**config.mk**
```make
export PLATFORM = sky130hd
export DESIGN_NAME = fpga_config_loader
export DESIGN_NICKNAME = d
export VERILOG_FILES = /design/src/rtl/fpga_cfg_pkg.sv /design/src/rtl/cfg_shadow_reg.sv /design/src/rtl/fpga_config_loader.sv
export SDC_FILE = /design/constraint.sdc
export NUM_CORES = 1
export LEC_CHECK = 0
export ABC_AREA = 1
export CAP_MARGIN = 10
export CORE_MARGIN = 2
export CORE_UTILIZATION = 37
export DETAILED_ROUTE_END_ITERATION = 6
export DONT_BUFFER_PORTS = 1
export PLACE_DENSITY = 0.53
export SLEW_MARGIN = 20
export SYNTH_ARGS = -nofsm -noshare
export SYNTH_HDL_FRONTEND = slang
export SYNTH_HIERARCHICAL = 1
export SYNTH_SLANG_ARGS = --single-unit
```
**constraint.sdc**
```tcl
create_clock -name clk -period 3.2 [get_ports clk]
set_input_delay 0.96 -clock clk [delete_from_list [all_inputs] [get_ports clk]]
set_output_delay 0.96 -clock clk [all_outputs]
set_load 0.02 [all_outputs]
```
**src/rtl/fpga_cfg_pkg.sv**
```systemverilog
// fpga_cfg_pkg: shared constants, field map and types for the fabric configuration loader.
package fpga_cfg_pkg;
    localparam int PROG_W = 116;
    localparam int LOGIC_LO = 0;
    localparam int LOGIC_HI = 19;
    localparam int CONNECT_LO = 20;
    localparam int CONNECT_HI = 51;
    localparam int SWITCH_LO = 52;
    localparam int SWITCH_HI = 115;
    typedef enum logic [1:0] {IDLE, LOAD, CSUM} cfg_state_t;
    localparam logic [1:0] ERR_NONE = 2'd0;
    localparam logic [1:0] ERR_CSUM = 2'd1;
    localparam logic [1:0] ERR_PAD = 2'd2;
    localparam logic [1:0] ERR_TIMEOUT = 2'd3;
    function automatic int nbytes(input int w);
        return (w + 7) / 8;
    endfunction
endpackage

```
**src/rtl/cfg_shadow_reg.sv**
```systemverilog
// cfg_shadow_reg: byte-addressed shadow register that assembles a configuration word from a byte stream.
module cfg_shadow_reg #(
    parameter int PROG_W = 116,
    parameter int NBYTES = 15
) (
    input  logic                         clk,
    input  logic                         reset,
    input  logic                         we,
    input  logic [$clog2(NBYTES)-1:0]    idx,
    input  logic [7:0]                   din,
    output logic [PROG_W-1:0]            word,
    output logic [8*NBYTES-PROG_W-1:0]   pad
);
    logic [8*NBYTES-1:0] sh;
    always_ff @(posedge clk or negedge reset) begin
        if (!reset) sh <= '0;
        else if (we) sh[8*idx +: 8] <= din;
    end
    assign word = sh[PROG_W-1:0];
    assign pad = sh[8*NBYTES-1:PROG_W];
endmodule

```
**src/rtl/fpga_config_loader.sv**
```systemverilog
// fpga_config_loader: streams a checksummed bitstream into a shadow register and commits it atomically to the fabric.
module fpga_config_loader #(
    parameter int PROG_W = 116,
    parameter int TIMEOUT_CYC = 1024
) (
    input  logic              clk,
    input  logic              reset,
    input  logic              start,
    input  logic [7:0]        din,
    input  logic              din_valid,
    output logic              din_ready,
    output logic [PROG_W-1:0] prog_out,
    output logic              cfg_valid,
    output logic              fpga_reset,
    output logic              done,
    output logic              err,
    output logic [1:0]        err_code
);
    import fpga_cfg_pkg::*;
    localparam int NBYTES = nbytes(PROG_W);
    localparam int IDX_W = $clog2(NBYTES);
    localparam int PAD_W = 8 * NBYTES - PROG_W;
    localparam int TW = $clog2(TIMEOUT_CYC);
    cfg_state_t state;
    logic [IDX_W-1:0] idx;
    logic [7:0] sum;
    logic [TW-1:0] tcnt;
    logic [PROG_W-1:0] word;
    logic [PAD_W-1:0] pad;
    logic hs, tout;
    logic [7:0] fsum;
    assign din_ready = state != IDLE;
    assign hs = din_valid && din_ready;
    assign fsum = sum + din;
    assign tout = din_ready && !hs && tcnt == TW'(TIMEOUT_CYC - 1);
    assign fpga_reset = din_ready || !cfg_valid;
    cfg_shadow_reg #(.PROG_W(PROG_W), .NBYTES(NBYTES)) u_shadow (
        .clk(clk),
        .reset(reset),
        .we(hs && state == LOAD && !start),
        .idx(idx),
        .din(din),
        .word(word),
        .pad(pad)
    );
    // start outranks everything, so a byte arriving with it is dropped without done/err
    always_ff @(posedge clk or negedge reset) begin
        if (!reset) begin
            state <= IDLE;
            idx <= '0;
            sum <= '0;
            tcnt <= '0;
            prog_out <= '0;
            cfg_valid <= 1'b0;
            done <= 1'b0;
            err <= 1'b0;
            err_code <= ERR_NONE;
        end else begin
            done <= 1'b0;
            err <= 1'b0;
            if (start) begin
                state <= LOAD;
                idx <= '0;
                sum <= '0;
                tcnt <= '0;
                err_code <= ERR_NONE;
            end else if (tout) begin
                state <= IDLE;
                err <= 1'b1;
                err_code <= ERR_TIMEOUT;
            end else if (state != IDLE) begin
                tcnt <= hs ? '0 : tcnt + 1'b1;
                if (hs) begin
                    sum <= fsum;
                    if (state == LOAD) begin
                        idx <= idx + 1'b1;
                        if (idx == IDX_W'(NBYTES - 1)) state <= CSUM;
                    end else begin
                        state <= IDLE;
                        if (fsum == 8'h00 && pad == '0) begin
                            prog_out <= word;
                            cfg_valid <= 1'b1;
                            done <= 1'b1;
                        end else begin
                            err <= 1'b1;
                            err_code <= fsum != 8'h00 ? ERR_CSUM : ERR_PAD;
                        end
                    end
                end
            end
        end
    end
endmodule

```
==> flow_metrics.py, run 1 <==
metrics = {
    "hold_path": {
        "min_path_type": "in -> async",
    },
    "drt": {
        "drtPass1Iterations": 7,
        "drc": 1,
        "drt-initial-drc-count": 848,
        "totalWireLength_um": 31600,
        "wl_per_cell_um": 17.6,
        "ant_nets": 0,
        "vias": 9059,
        "vias_per_cell": 5.04,
    },
    "outcome": {
        "violations": "design-rule violations",
        "status": "complete, but fails checks",
    },
    "setup_path": {
        "start_kind": "input port",
        "cp_max_fo": 68,
        "crit_slowest_cell": "fa_1",
        "crit_type": "in -> reg",
        "cp_common_cell": "nand2_1",
        "slowest_delay_ns": 0.39,
        "reg2reg_depth": 15,
        "cp.required_ns": 3.62,
        "worst_setup_path_end_kind": "flop",
        "crit_arrival_ns": 3.06,
        "path_cells": "ha_1 -> fa_1 -> nand2_1 -> nand2_1 -> nand2_1 -> nand2_1 -> nand2_1 -> nand3_1 -> nor2_1 -> nand3_2 -> nor2_4 -> nand2_4 -> buf_12 -> nand2_1 -> nand2_1",
    },
    "synth": {
        "yosys-top-cells-count": "577 x nand2_1, 265 x dfrtp_1, 191 x nand3_1",
        "syn_nets": 1407,
        "synth_ff_type": "dfrtp_1",
        "synth_edf_count": 0,
        "netlist_area_sq_um": 11600,
        "yosysWarnings": 6,
        "yosysMostFrequentCell": "nand2_1",
        "synth_top_cell_by_area": "dfrtp_1",
        "synth_area_leaders": "dfrtp_1 57%, nand2_1 19%, nand3_1 8.2%",
        "synth_seq_cells": 265,
        "synth_top_area_share": 0.572,
        "synth_area_per_cell_sq_um": 8.39,
        "synth_cells": 1382,
        "yosysSeqAreaShare": 0.572,
        "synthDistinctLibCells": 39,
        "synthArstFlopShare": 1.00,
    },
    "clock_network": {
        "cts.clk_slew.worst_paths_ns": 0.06,
        "cts_tree": "yes",
        "cts_num_sinks": 265,
        "cts_setup_buffers": 0,
        "cts_resized": 0,
        "cts.path.max_buffers": 3,
        "clk_latency_ns": 0.54,
        "holdBufCountCts": 0,
        "cts_buffers": 29,
        "cts_max_level": 1,
        "root_buffer": "clkbuf_16",
    },
    "cells_and_area": {
        "regArea_sq_um": 6630,
        "synthToLayoutAreaGrowth_pct": 13.3,
        "fin_area_sq_um": 13100,
        "antenna_cells": 0,
        "multi_input_area_sq_um": 4430,
        "drive_gt1_frac": 0.0721,
        "nets": 1404,
        "nFillCells": 3084,
    },
    "global_routing": {
        "antenna_found_initial": 0,
        "grt_pass1_wl_um": 50800,
        "grt_use_met1": 0.287,
        "grt_util_met2": 0.288,
        "grt_use_met3": 0.0399,
        "grt_max_degree": 266,
        "busiest_layer": "met2",
        "grt-ovfl-total": 0,
        "grt_util_all_layers": 0.194,
        "grt_pass1_vias": 8829,
    },
    "floorplanning": {
        "row_count": 64,
        "start_util": 0.377,
        "core_sq_um": 30700,
        "dieWidth_um": 181,
        "io_pins": 135,
        "dieHeight_um": 181,
        "die_area_sq_um": 32800,
    },
    "placement": {
        "placed_area_sq_um": 12100,
        "dp_hpwl_um": 21600,
        "routabilityCongestion": 0.908,
        "portBuffers": 0,
    },
    "sta": {
        "tns_ns": 0,
        "skew_ns": 0.0117,
        "max_freq_mhz": 379,
        "rsz0062_at_grt": "no",
        "tightest_slew_ns": 0.714,
        "setup_viol": 0,
        "period_share": 0.825,
        "whs_ns": 0.118,
        "maxSlewViolCount": 0,
        "relSlewSlack": 0.521,
        "hold_violations": 0,
        "fin_crit_ns": 2.64,
    },
    "run": {
        "cap_violations": 0,
    },
    "pwr": {
        "power_uw": 7510,
        "p_leak_uw": 0.00705,
        "powerDensity_nw_per_um2": 572,
        "ir_drop_mv": 0.512,
    },
}
==> final cells by class <==
| type | instances | share of cell area |
|---|---|---|
| flip-flops and latches | 265 | 0.504 |
| clock buffers | 39 | 0.0626 |
| multi-input cells | 992 | 0.337 |
| inverters | 64 | 0.0184 |
| clock inverters | 14 | 0.0176 |
| repair buffers | 27 | 0.0221 |
| well taps | 396 | 0.0377 |
==> cell usage in the layout, fill, tap and decap left out, types with 3 or more instances in the layout <==
cell type and count:
nand4_1 40, buf_4 20, clkinvlp_4 3, ha_1 12
nor2_2 7, clkbuf_8 6, a21oi_1 10, nand2_1 577
inv_1 59, o21ai_0 37, dfrtp_1 265, nor2_1 78
buf_12 7, xor2_1 4, nand3_1 191, bufinv_16 6
clkinv_2 5, clkbuf_16 29, nor3_1 9, inv_2 3
clkbuf_1 4, nor2_4 3
==> through the flow <==
step	cells	util	setup WS [ns]
4_1_cts	1797	0.427	0.585
3_5_place_dp	1744	0.393	0.0331
2_1_floorplan	1382	-	0.239
6_report	1797	0.427	0.560
3_3_place_gp	1744	0.393	0.0524
5_1_grt	1797	0.427	0.347
==> where the power goes <==
part           internal, uW  switching (uW)
logic                   116             289
clock network          2280            1360
registers              3420            46.2
total                  5820            1690
==> worst paths after layout <==
| check | slack [ns] | startpoint | to |
|---|---|---|---|
| setup / recovery | 0.56 | din[0] | prog_out[77] |
| hold / removal | 0.12 | reset | prog_out[60] |
| setup reg to reg | 0.59 | sum[0] | prog_out[77] |
| hold reg to reg | 0.48 | u_shadow/sh[53] | u_shadow/sh[53] |
| max in group asynchronous | 2.60 | reset | u_shadow/sh[9] |
| min in group clk | 0.48 | u_shadow/sh[53] | u_shadow/sh[53] |
==> flip-flops by register name (all words and copies together), names as in the netlist <==
| name | cells |
|---|---|
| err | 1 |
| cfg_valid | 1 |
| err_code | 2 |
| state | 2 |
| prog_out | 116 |
| done | 1 |
| idx | 4 |
| u_shadow/sh | 120 |
| sum | 8 |
| tcnt | 10 |
==> logic make-up after synthesis <==
group / Yosys count / synth area share
AND/OR/NAND/NOR: 918 / 0.335
flip-flops: 265 / 0.572
buffers and inverters: 125 / 0.0465
AO/OA/AOI/OAI: 54 / 0.0247
adder cells (fa/ha/maj): 13 / 0.0147
XOR/XNOR: 7 / 0.00691
==> layer usage <==
| metal | vias to the layer above | part of all wire |
|---|---|---|
| met3 | 49 | 0.066 |
| met5 | - | 0 |
| met1 | 4317 | 0.48 |
| li1 | 4453 | - |
| met4 | 0 | 0.026 |
| met2 | 240 | 0.43 |
==> worst max-delay path: cells and delay by family <==
family	cells	cell delay, ns
adders and majority gates	2	0.59
and+or+nand+nor	12	1.23
buffers and inverters	1	0.19
Note: power is estimated with default switching activity, not from simulation.
==> run 2, diff against run 1 <==
==> constraint.sdc (replaced) <==
create_clock -name clk -period 2.6 [get_ports clk]
set_input_delay 0.78 -clock clk [delete_from_list [all_inputs] [get_ports clk]]
set_output_delay 0.78 -clock clk [all_outputs]
set_load 0.02 [all_outputs]
==> flow_metrics.py, run 2 (same netlist as run 1, synthesis figures left out) <==
metrics = {
    "floorplanning": {
        "core_sq_um": 30700,
        "dieWidth_um": 181,
        "start_util": 0.377,
        "row_count": 64,
        "io_pins": 135,
        "dieHeight_um": 181,
        "die_area_sq_um": 32800,
    },
    "drt": {
        "drtPass1Iterations": 6,
        "totalWireLength_um": 33000,
        "ant_nets": 0,
        "wl_per_cell_um": 18.0,
        "vias": 9244,
        "drt-initial-drc-count": 957,
        "vias_per_cell": 5.03,
        "drc": 0,
    },
    "global_routing": {
        "grt_use_met1": 0.283,
        "grt_pass1_wl_um": 51200,
        "grt_util_all_layers": 0.193,
        "grt_pass1_vias": 8903,
        "antenna_found_initial": 0,
        "busiest_layer": "met2",
        "grt_use_met3": 0.0468,
        "grt-ovfl-total": 0,
        "grt_util_met2": 0.290,
        "grt_max_degree": 266,
    },
    "pwr": {
        "ir_drop_mv": 0.454,
        "comb_power_share": 0.063,
        "p_leak_uw": 0.00730,
        "power_frac_clock": 0.464,
        "p_seq_frac": 0.473,
        "netSwitchingFraction": 0.229,
        "powerDensity_nw_per_um2": 662,
        "netSwitchingPower_uw": 2070,
        "p_int_uw": 6970,
    },
    "sta": {
        "whs_ns": -0.0596,
        "relSlewSlack": 0.602,
        "fin_crit_ns": 2.44,
        "maxSlewViolCount": 0,
        "max_freq_mhz": 411,
        "fin_ws_ns": 0.164,
        "rsz0062_at_grt": "no",
        "setup_viol": 0,
        "tightest_slew_ns": 0.597,
        "hold_violations": 64,
        "period_share": 0.937,
        "skew_ns": 0.0127,
    },
    "cells_and_area": {
        "final_common_cell": "nand2_1",
        "antenna_cells": 0,
        "final_cell_mix": "574 x nand2_1, 265 x dfrtp_1, 189 x nand3_1",
        "synthToLayoutAreaGrowth_pct": 17.6,
        "drive_gt1_frac": 0.105,
        "top_register": "u_shadow/sh",
        "nets": 1447,
        "reg.largest.list": "u_shadow/sh (120), prog_out (116), tcnt (10)",
        "largest_reg_flops": 120,
    },
    "setup_path": {
        "crit_type": "reg -> reg",
        "r2r_slack_ns": 0.16,
        "crit_arrival_ns": 2.87,
        "start_kind": "flop",
        "worst_setup_path_end_kind": "flop",
        "cp.required_ns": 3.03,
        "cp_max_fo": 11,
    },
    "clock_network": {
        "root_buffer": "clkbuf_16",
        "cts.path.max_buffers": 3,
        "cts_buffers": 30,
        "cts_num_sinks": 265,
        "cts_tree": "yes",
        "cts_max_level": 1,
        "cts.clk_slew.worst_paths_ns": 0.06,
        "clk_latency_ns": 0.54,
    },
    "placement": {
        "post-place-ws_ns": -0.269,
        "portBuffers": 0,
        "dp_hpwl_um": 21700,
        "routabilityCongestion": 0.923,
    },
    "outcome": {
        "status": "complete, but fails checks",
        "violations": "negative hold slack",
    },
    "run": {
        "cap_violations": 0,
    },
    "hold_path": {
        "min_path_type": "in -> async",
    },
}
-- run 2: cell types whose count changed in the layout (fill, tap and decap cells not counted), moves of 2 or more --
cell       change
clkbuf_8       +5
nand2_1        -3
buf_4         +28
nor2_1         -2
clkbuf_16      +8
nand2_2        +2
bufinv_16      -5
nand3_1        -2
nor2_4         +2
buf_6          +5
-- run 2: repair_timing --
item                       CTS  global route
resized for setup            0            13
setup endpoints to repair    0           148
buffers inserted             0             4
hold endpoints to repair   265           265
-- run 2: cell type report --
cell class | count | area, sq um
clock inverters | 5 | 52.6
repair buffers | 68 | 754
flip-flops and latches | 265 | 6630
multi-input cells | 993 | 4510
well taps | 396 | 495
inverters | 64 | 245
fillers | 3110 | 17100
clock buffers | 47 | 946
-- run 2: per-stage QoR --
stage,util,area (sq um),instances,setup TNS [ns],power (uW)
4_1_cts,0.434,13300,1825,0,9110
3_3_place_gp,0.402,12300,1773,-26.45,4880
6_report,0.443,13600,1838,0,9030
2_1_floorplan,-,11700,1382,-4.83,4700
3_5_place_dp,0.402,12300,1773,-28.27,4880
5_1_grt,0.443,13600,1838,0,9390
-- run 2: per-layer routing --
layer	share of wire	up-vias
li1	-	4547
met1	0.47	4390
met2	0.43	259
met3	0.072	48
met4	0.019	0
met5	0	-
-- run 2: worst paths after layout --
kind                            cells past startpoint               to            start
worst max register to register                     16     prog_out[54]           sum[0]
max in group asynchronous                           0          tcnt[1]            reset
worst min register to register                      2  u_shadow/sh[75]  u_shadow/sh[75]
worst min-delay path                                0     prog_out[62]            reset
min in group clk                                    1           idx[1]            start
worst max-delay path                               16     prog_out[54]           sum[0]
-- run 2: power by group through the flow --
| stage | Sequential [uW] | Clock, uW | Combinational (uW) |
|---|---|---|---|
| floorplan | 4330 | 0 | 375 |
| global placement | 4340 | 0 | 536 |
| detailed placement | 4340 | 0 | 540 |
| CTS | 4270 | 4300 | 545 |
| global route | 4280 | 4470 | 639 |
| finish | 4270 | 4190 | 568 |
-- run 2: critical path, cell delays in order, from the launching register on --
cell and delay [ns]:
dfrtp_1 0.40, ha_4 0.17, fa_2 0.34, nand2_2 0.10
nand2_4 0.07, nand3_4 0.07, nand2_1 0.06, nand2_1 0.06
nand2_1 0.05, nor2_2 0.12, nand3_2 0.12, nor2_4 0.11
buf_12 0.16, nand2_8 0.13, buf_4 0.22, nand2_1 0.07
nand2_1 0.05
==> run 3, diff against run 2 <==
--- a/config.mk
+++ b/config.mk
@@ -15,5 +15,4 @@
 export SLEW_MARGIN = 20
 export SYNTH_ARGS = -nofsm -noshare
 export SYNTH_HDL_FRONTEND = slang
-export SYNTH_HIERARCHICAL = 1
 export SYNTH_SLANG_ARGS = --single-unit
==> flow_metrics.py, run 3 <==
metrics = {
    "outcome": {
        "status": "complete, but fails checks",
        "violations": "negative hold slack",
    },
    "setup_path": {
        "slowest_delay_ns": 0.45,
        "crit_arrival_ns": 2.87,
        "start_kind": "flop",
        "crit_path_start": "idx[0]",
        "r2r_slack_ns": 0.19,
        "worst_setup_path_end_kind": "flop",
        "cp_common_cell": "inv_1",
        "cp.required_ns": 3.05,
        "rr_startpoint": "idx[0]",
        "r2r_end": "u_shadow.sh[8]",
        "crit_type": "reg -> reg",
        "crit_slowest_cell": "dfrtp_1",
        "cp_max_fo": 16,
        "path_cells": "inv_1 -> ha_1 -> xnor2_2 -> inv_1 -> nor3_1 -> nand2_1 -> o21ai_0",
        "reg2reg_depth": 7,
    },
    "hold_path": {
        "min_path_type": "in -> async",
    },
    "synth": {
        "synth_compound_area_frac": 0.117,
        "synth_ff_type": "dfrtp_1",
        "netlist_area_sq_um": 11600,
        "yosys.area_share.adder": 0.0147,
        "yosysWarnings": 0,
        "synth_area_per_cell_sq_um": 8.51,
        "synth_xor_area_frac": 0.00368,
        "synth_top_cell_by_area": "dfrtp_1",
        "synth_top_family_by_area": "simple AND/OR/NAND/NOR gates",
        "yosysMostFrequentCell": "nand2_1",
        "synth_edf_count": 0,
        "synthSimpleGateAreaFrac": 0.166,
        "synth_mux_area_frac": 0,
        "synth_top_area_share": 0.573,
        "synth_cells": 1360,
        "synthDistinctLibCells": 36,
        "synth_seq_cells": 265,
        "yosysSeqAreaShare": 0.573,
        "synth_area_leaders": "dfrtp_1 57%, nand2_1 11%, inv_1 9.7%",
        "yosys-top-cells-count": "352 x nand2_1, 299 x inv_1, 265 x dfrtp_1",
        "syn_nets": 1385,
        "synthArstFlopShare": 1.00,
    },
    "cells_and_area": {
        "reg.largest.list": "u_shadow.sh (120), prog_out (116), tcnt (10)",
        "nets": 1400,
        "drive_gt1_frac": 0.0738,
        "synthToLayoutAreaGrowth_pct": 12.5,
        "final_common_cell": "nand2_1",
        "multi_input_area_sq_um": 3500,
        "final_cell_mix": "352 x nand2_1, 299 x inv_1, 265 x dfrtp_1",
        "antenna_cells": 0,
        "largest_reg_flops": 120,
        "nFillCells": 3068,
        "regArea_sq_um": 6630,
        "top_register": "u_shadow.sh",
    },
    "floorplanning": {
        "die_area_sq_um": 32700,
        "start_util": 0.377,
        "row_count": 64,
        "core_sq_um": 30700,
        "dieHeight_um": 181,
        "io_pins": 135,
        "dieWidth_um": 181,
    },
    "drt": {
        "drt-initial-drc-count": 549,
        "vias_per_cell": 4.54,
        "drtPass1Iterations": 5,
        "drc": 0,
        "ant_nets": 0,
        "totalWireLength_um": 27300,
        "wl_per_cell_um": 15.2,
        "vias": 8130,
    },
    "clock_network": {
        "cts_max_level": 1,
        "cts_tree": "yes",
        "cts.clk_slew.worst_paths_ns": 0.06,
        "cts.path.max_buffers": 3,
        "cts_num_sinks": 265,
        "root_buffer": "clkbuf_16",
        "cts_setup_buffers": 0,
        "cts_buffers": 29,
        "clk_latency_ns": 0.55,
    },
    "sta": {
        "fin_crit_ns": 2.41,
        "whs_ns": -0.0512,
        "tightest_slew_ns": 0.962,
        "setup_viol": 0,
        "relSlewSlack": 0.356,
        "fin_ws_ns": 0.186,
        "period_share": 0.929,
        "tns_ns": 0,
        "skew_ns": 0.0137,
        "max_freq_mhz": 414,
        "hold_violations": 22,
        "rsz0062_at_grt": "yes",
        "maxSlewViolCount": 0,
    },
    "placement": {
        "portBuffers": 0,
        "routabilityCongestion": 0.801,
        "post-place-ws_ns": -0.115,
        "dp_hpwl_um": 18800,
    },
    "global_routing": {
        "grt_max_degree": 266,
        "grt_util_all_layers": 0.170,
        "grt-ovfl-total": 0,
        "grt_pass1_vias": 8055,
        "antenna_found_initial": 0,
        "grt_pass1_wl_um": 44800,
    },
    "pwr": {
        "p_leak_uw": 0.00634,
        "powerDensity_nw_per_um2": 727,
        "ir_drop_mv": 0.457,
    },
    "run": {
        "cap_violations": 0,
    },
}
==> run 3: changes by cell type in the layout (fill, tap and decap cells not counted), moves of 33 or more <==
cell,delta
o21ai_0,+53
nand2_1,-222
inv_1,+241
nor2_1,-35
nand4_1,-33
o21ai_1,+150
nand3_1,-160
==> run 3: worst max path at each step <==
stage                      endpoint  cells after the start
floorplan             prog_out[100]                     11
global placement       prog_out[31]                     11
detailed placement     prog_out[31]                     11
CTS                  u_shadow.sh[8]                      7
global route        u_shadow.sh[13]                      7
finish               u_shadow.sh[8]                      7
==> run 3: kinds of logic (layout without fill, tap and decap cells) <==
kind of cell / Yosys count / in the layout
simple gates: 461 / 461
buf+inv: 353 / 389
flops: 265 / 265
compound gates: 264 / 264
fa+ha+maj: 13 / 13
xor+xnor: 4 / 4
==> run 3: critical path, delay by kind of cell (launching register included) <==
kind / cells / cell delay (ns)
and+or+nand+nor: 2 / 0.64
DFF: 1 / 0.45
xor gates and xnor gates: 1 / 0.35
buffers and inverters: 2 / 0.30
AOI/OAI and AO/OA: 1 / 0.30
adders and majority gates: 1 / 0.27
==> run 3: where the power goes <==
part	switching (uW)	internal, uW	total (uW)
Clock	1630	2220	3860
Sequential	329	4330	4660
Combinational	636	315	951
Total	2600	6870	9470
==> run 3: cell type report <==
cell class / count / area share
timing repair buffer: 33 / 0.0277
clock inverter: 8 / 0.00384
inverter: 304 / 0.0876
clock buffer: 44 / 0.0647
multi-input combinational: 742 / 0.269
sequential: 265 / 0.509
tap: 396 / 0.0381
==> run 3: what timing repair did <==
item,CTS,global route
endpoints found under the hold margin,265,265
resized for setup,0,6
endpoints found under the setup margin,0,7
==> run 3: per-layer routing <==
layer / global-route usage / wire length, um / vias up
met3: 0.0401 / 1760 / 49
met4: 0.0458 / 683 / 0
li1: - / - / 4194
met1: 0.237 / 13000 / 3713
met5: 0 / 0 / -
met2: 0.264 / 11900 / 174
==> run 3: per-stage QoR <==
| step | hold WS, ns | total power, uW | cells | cell area [sq um] | utilization |
|---|---|---|---|---|---|
| after floorplan | 0.447 | 5370 | 1360 | 11600 | - |
| after global placement | 0.460 | 5680 | 1740 | 12100 | 0.395 |
| after detailed placement | 0.465 | 5690 | 1740 | 12100 | 0.395 |
| after CTS | -0.0843 | 9610 | 1792 | 13000 | 0.425 |
| after global routing | -0.0724 | 9940 | 1792 | 13000 | 0.425 |
| final | -0.0512 | 9470 | 1792 | 13000 | 0.425 |
